[src/rtl/if_fetch_stage.sv]
// if_fetch_stage: LoongArch IF stage with pre-IF next-PC, inst SRAM request and decode hold buffer.
// Optional macro IF_PERF_CNT_EN adds perf_fetch_cnt/perf_cancel_cnt counters.
module if_fetch_stage #(
  parameter logic [31:0] RESET_PC = 32'h1c000000
) (
  input  logic        clk,
  input  logic        reset,
  input  logic        id_allow_in,
  output logic        if_to_id_valid,
  output logic [63:0] if_to_id_bus,
  input  logic [32:0] id_to_if_bus,
  output logic        inst_sram_en,
  output logic [3:0]  inst_sram_we,
  output logic [31:0] inst_sram_addr,
  output logic [31:0] inst_sram_wdata,
  input  logic [31:0] inst_sram_rdata
`ifdef IF_PERF_CNT_EN
  ,
  output logic [31:0] perf_fetch_cnt,
  output logic [31:0] perf_cancel_cnt
`endif
);
  logic        if_valid_q, if_valid_d;
  logic [31:0] if_pc_q, if_pc_d;
  logic [31:0] inst_buf_q, inst_buf_d;
  logic        inst_buf_valid_q, inst_buf_valid_d;
  logic        br_buf_valid_q, br_buf_valid_d;
  logic [31:0] br_buf_target_q, br_buf_target_d;
  logic        br_done_q, br_done_d;
  logic        br_taken, br_take, if_allow_in;
  logic [31:0] br_target, nextpc, inst;
  assign br_taken        = id_to_if_bus[32];
  assign br_target       = id_to_if_bus[31:0];
  // a redirect is honoured once per branch; br_done masks it while decode stalls
  assign br_take         = br_taken & ~br_done_q;
  assign if_allow_in     = ~if_valid_q | id_allow_in | br_take;
  assign nextpc          = br_take ? br_target : br_buf_valid_q ? br_buf_target_q : if_pc_q + 32'd4;
  assign inst_sram_en    = ~reset & if_allow_in;
  assign inst_sram_addr  = nextpc;
  assign inst_sram_we    = 4'b0;
  assign inst_sram_wdata = 32'b0;
  assign inst            = inst_buf_valid_q ? inst_buf_q : inst_sram_rdata;
  assign if_to_id_valid  = ~reset & if_valid_q & ~br_take;
  assign if_to_id_bus    = {if_pc_q, inst};
  always_comb begin
    if_valid_d       = if_valid_q;
    if_pc_d          = if_pc_q;
    inst_buf_d       = inst_buf_q;
    inst_buf_valid_d = inst_buf_valid_q;
    br_buf_valid_d   = br_buf_valid_q;
    br_buf_target_d  = br_buf_target_q;
    br_done_d        = id_allow_in ? 1'b0 : (br_take | br_done_q);
    if (br_take && !if_allow_in) begin
      br_buf_valid_d  = 1'b1;
      br_buf_target_d = br_target;
    end else if (inst_sram_en && br_buf_valid_q && nextpc == br_buf_target_q)
      br_buf_valid_d = 1'b0;
    if (inst_sram_en) begin
      if_valid_d       = 1'b1;
      if_pc_d          = nextpc;
      inst_buf_valid_d = 1'b0;
    end else if (if_valid_q && (br_take || id_allow_in))
      if_valid_d = 1'b0;
    else if (if_valid_q && !inst_buf_valid_q) begin
      inst_buf_valid_d = 1'b1;
      inst_buf_d       = inst_sram_rdata;
    end
  end
  always_ff @(posedge clk) begin
    if (reset) begin
      if_valid_q       <= 1'b0;
      if_pc_q          <= RESET_PC - 32'd4;
      inst_buf_q       <= 32'b0;
      inst_buf_valid_q <= 1'b0;
      br_buf_valid_q   <= 1'b0;
      br_buf_target_q  <= 32'b0;
      br_done_q        <= 1'b0;
    end else begin
      if_valid_q       <= if_valid_d;
      if_pc_q          <= if_pc_d;
      inst_buf_q       <= inst_buf_d;
      inst_buf_valid_q <= inst_buf_valid_d;
      br_buf_valid_q   <= br_buf_valid_d;
      br_buf_target_q  <= br_buf_target_d;
      br_done_q        <= br_done_d;
    end
  end
`ifdef IF_PERF_CNT_EN
  logic [31:0] fetch_cnt_q, cancel_cnt_q;
  always_ff @(posedge clk) begin
    if (reset) begin
      fetch_cnt_q  <= 32'b0;
      cancel_cnt_q <= 32'b0;
    end else begin
      fetch_cnt_q  <= fetch_cnt_q + {31'b0, inst_sram_en};
      cancel_cnt_q <= cancel_cnt_q + {31'b0, if_valid_q & br_take};
    end
  end
  assign perf_fetch_cnt  = fetch_cnt_q;
  assign perf_cancel_cnt = cancel_cnt_q;
`endif
endmodule

[config.mk]
export PLATFORM = sky130hd
export DESIGN_NAME = if_fetch_stage
export DESIGN_NICKNAME = d
export VERILOG_FILES = /design/src/rtl/if_fetch_stage.sv
export SDC_FILE = /design/constraint.sdc
export NUM_CORES = 1
export LEC_CHECK = 0
export CAP_MARGIN = 5
export CORE_UTILIZATION = 35
export DETAILED_ROUTE_END_ITERATION = 12
export PLACE_DENSITY_LB_ADDON = 0.12
export SLEW_MARGIN = 5
export SYNTH_ARGS = -nofsm -noshare
export SYNTH_HDL_FRONTEND = slang
export SYNTH_SLANG_ARGS = --single-unit
[constraint.sdc]
create_clock -name clk -period 8.1 [get_ports clk]
set_clock_uncertainty 0.05 [all_clocks]
set_input_delay 2.43 -clock clk [delete_from_list [all_inputs] [get_ports clk]]
set_output_delay 2.43 -clock clk [all_outputs]
set_load 0.03 [all_outputs]
**Yosys cells after proc, flatten, opt, wreduce, memory -nomap -nowiden**

Index checks and enable logic that the tools add are counted.

- Reduce and logical (&&, ||, !) cells: 14
- Muxes and demuxes: 7
- Equality and inequality tests: 1
- Add/sub/neg operators: 1
- Bitwise logic cells: 13

Operators with widths:

| cell | count |
|---|---|
| two-way mux 32 bit | 3 |
| adder 32 x 3 -> 32 bit (second input constant) | 1 |
| equality test 32 bit | 1 |
| inverter 1 bit | 6 |
| logical AND 1 bit | 5 |
| AND 1 bit | 4 |
| two-way mux 1 bit | 4 |
| nonzero test 2 bit | 2 |
| OR reduction 2 bit | 2 |
| bitwise OR 1 bit | 3 |
| AND reduction 3 bit | 1 |
| logical NOT 1 bit | 2 |
| AND reduction 2 bit | 1 |
| logical OR 1 bit | 1 |

- Register bits: 100
- Logic and storage cells: 43
- Bits of input ports: 68
- Output and inout bits: 134

**Longest topological paths before layout**

- Depth in word-level cells: 8
- Gate-level depth with buffers: 8
- Mapped depth without buffers: 7

**Least setup slack after synthesis**

OpenSTA, ideal clock, no wires.

- Kind: input to output
- Start: input id_to_if_bus[32]
- End: output inst_sram_addr[0]
- Data arrival time: 3.851 ns
- Stages: 5
- Required time: 5.620 ns
- Slack: 1.769 ns
- Path buffers: 3
- Cells stage by stage: nor2b_1 -> clkbuf_1 -> clkbuf_1 -> buf_1 -> o21ai_0

- Cells in the longest elaborated chain, start to end: 2

Ends and longest elaborated chain:

| element | line | RTL |
|---|---|---|
| start, declared | 11 | `input logic [32:0] id_to_if_bus,` |
| AND 1 bit | 35 | `assign br_take = br_taken & ~br_done_q;` |
| two-way mux 32 bit | 37 | `assign nextpc = br_take ? br_target : br_buf_valid_q ? br_buf_target_q : if_pc_q + 32'd4;` |
| end, declared | 14 | `output logic [31:0] inst_sram_addr,` |

Every way passes these cells.

**Final worst setup path**

- Start: input id_to_if_bus[32]
- End: output inst_sram_addr[15]

The elaborated chain is that of the path after synthesis.

==> results.md <==
* Outcome: finished, final reports clean
* PwrDens at 188.7 mW/mm^2
* Worst path buffer plus inverter count at 3
* Synth Warn # at 0
* Initial core utilization at between 30% and 40%
* Congestion Overflow GR at 0
* Setup TNS at 0 ps
* Placed cells at roughly 1,000
* Worst hold slack at roughly 400 ps
* Avg WL per Cell at 16.06 um
* Finished Layout Cells at 1,048
* Register area share after synthesis at 36.29%
* Final min period at approximately 7300 ps
* WP data required at 5620 ps
* Ys flop type: dfxtp_1
* H-tree levels at 3
* Worst skew pair latency at ~350 ps
* Top cells by area, synth: dfxtp_1 (36%), nand2_1 (8.0%), xnor2_1 (7.3%), mux2_2 (6.9%), buf_4 (4.9%)
* Sequential cell area at 0.002002 mm^2
* Post-synth EDFFs at 0
* Setup bufs post-CTS at 0
* Most frequent cells in the layout: clkdlybuf4s50_1 (163), nand2_1 (118), dfxtp_1 (100)
* Final layout net count at around 900
* CP cell instances: clkdlybuf4s50_1 > nor2b_2 > buf_4 > or3_1 > o21ai_0 > a21oi_1 > clkdlybuf4s50_1
* Post-route cell area at 0.007492 mm^2
* TritonCTS clock tree: yes
* Unrepaired setup endpoints after global routing: no
* Synth Instances at 688
* Yosys top cell by area: dfxtp_1
* Global Route Usage Sum at about a fifth
* Antenna viol nets, final at 0
* Slew Limit Fails at 0
* Placer Congestion at around 0.85
* Slew @ Worst Pin at 1252 ps
* Via Count at ~5,200
* TritonCTS Buffers at 9
* CTS clk-pin slew, worst paths at around 60 ps
* PostCTS Resize Cnt at 0
* IO Pins at 202
* CTS Sinks at 100
* Crit path from: id_to_if_bus[32]
* Fmax achieved at about 0.14 GHz
* Multi-input gate area in the final layout at 0.003194 mm^2
* Final worst-path cycle share at 89.64%
* Final hold vios at 0
* Mean Syn Cell Area at 8.018 um^2
* Die X at 127.5 um
* Flops & latches, synth at 100
* Post-Route WL at ~17 mm
* Layout area overhead at 35.81%
* Max Cap Viol at 0
* Hold wc startpoint: inst_buf_q[26]
* Synth async-reset ratio at 0%
* Crit path arrival time at 4780 ps
* Max VDD drop at 116.6 uV
* Yosys cell types at 48
* Drt drc at 0
* Largest net degree at the start of global routing at 76
* Clock root cell: clkbuf_16
* Leakage at ~0.0028 uW
* Vias in the first global route at 5,072
* Cell Rows at 45
* Post-synth top area share at 36.29%
* Cell Area, Placed at 0.007204 mm^2
* Core box area at around 0.015 mm^2
* Worst r2r src: if_pc_q[2]
* Final setup vio count at 0
* First-pass GRT wire length at 26.63 mm
* Crit Path Class: in2out
* Slew Limit Headroom at 16.50%
* Kind of cell adding the most delay to the critical path: buffers and inverters
* Initial antenna violation count at 1
* Post-CTS Hold Buffers at 0
* Clock Path Buffers at 2
* PortBufs at approximately 170
* Post-detail-place hpwl at between 10 and 15 mm
* Pre-antenna DRT Iters at 4
* DR vias/cell at 4.941
* Die area at roughly 0.016 mm^2
* Hold WC Path Type: reg2reg
* Slowest stage delay, CP at 730 ps
* Critical Path Sink Type: output port
* # diodes at 0
* Synthesized cell area at ~0.0055 mm^2
* Starting DRC count in detailed routing at 310
* Commonest non-fill, non-tap cell in the layout: clkdlybuf4s50_1
* CP most frequent cell: clkdlybuf4s50_1
* Critical path peak fanout at between 40 and 50
* Number of fill cells in the layout at 1,506
* Layout cells sized above 1 at slightly above 8%
* Slowest CP cell: clkdlybuf4s50_1
* CP startpoint kind: primary input
* Die Y at 127.5 um
-- sequential cells by signal, summed over array words and instances, names as in the netlist --
register,flops
br_buf_target_q,32
if_pc_q,32
inst_buf_q,32
br_buf_valid_q,1
br_done_q,1
if_valid_q,1
inst_buf_valid_q,1
-- final timing paths --
check                       end  slack (ps)  cells after the start
max          inst_sram_addr[15]         840                      7
min              inst_buf_q[26]         400                      2
max reg2reg         if_pc_q[29]        5270                      6
min reg2reg      inst_buf_q[26]         400                      2
-- power by group --
| part | switching, uW | total (uW) | leakage, uW | internal (uW) |
|---|---|---|---|---|
| sequential | 32.2 | 547 | 0.000816 | 515 |
| combinational | 266 | 450 | 0.00187 | 185 |
| clock | 182 | 416 | 0.000140 | 234 |
-- stage by stage --
step	total power (uW)	setup slack, ps	util, %
2_1_floorplan	838.3	1769	-
3_3_place_gp	1003	913.3	47.04
3_5_place_dp	1008	885.6	47.04
4_1_cts	1426	873.6	48.89
5_1_grt	1481	719.0	48.92
6_report	1414	839.5	48.92
-- tightest hold or removal path: stages (launching register included) --
cell and delay (ps):
dfxtp_1 310, nand2_1 50, a21oi_1 50
-- layout make-up --
| cell class | instances | share of cell area, % |
|---|---|---|
| multi-input combinational | 537 | 42.64 |
| sequential | 100 | 26.72 |
| timing repair buffer | 174 | 22.85 |
| clock buffer | 15 | 3.707 |
| tap | 211 | 3.524 |
| inverter | 10 | 0.5010 |
| clock inverter | 1 | 0.06680 |
-- metal layers --
layer  vias up  global-route usage (%)  wire length, um
li1       2552                       -                -
met1      2430                   27.95             7619
met2       176                   34.10             7816
met3        20                   4.104             1108
met4         0                   7.493              284
met5         -                       0                0
-- synthesized netlist by cell type (all sizes together) (2+ instances only) --
master / n
a211oi: 2
a21o: 3
a21oi: 51
a311oi: 2
a32oi: 2
and3: 12
buf: 42
clkbuf: 34
dfxtp: 100
inv: 9
mux2: 34
mux2i: 10
nand2: 118
nand2b: 4
nand3: 14
nand3b: 2
nand4: 12
nor2: 44
nor2b: 31
nor3: 15
nor3b: 2
nor4: 8
o211ai: 2
o21a: 3
o21ai: 43
o22a: 6
o311ai: 3
or3: 9
or4: 7
xnor2: 46
xor2: 9
-- kinds of logic after synthesis --
family | synth area share [%]
and+or+nand+nor | 24.68
DFF | 36.29
buffers and inverters | 8.460
other | 0.06798
xor gates and xnor gates | 8.732
muxes | 8.755
AOI/OAI and AO/OA | 12.79
adders and majority gates | 0.2268
No activity file was read; power rests on OpenSTA's default activity.
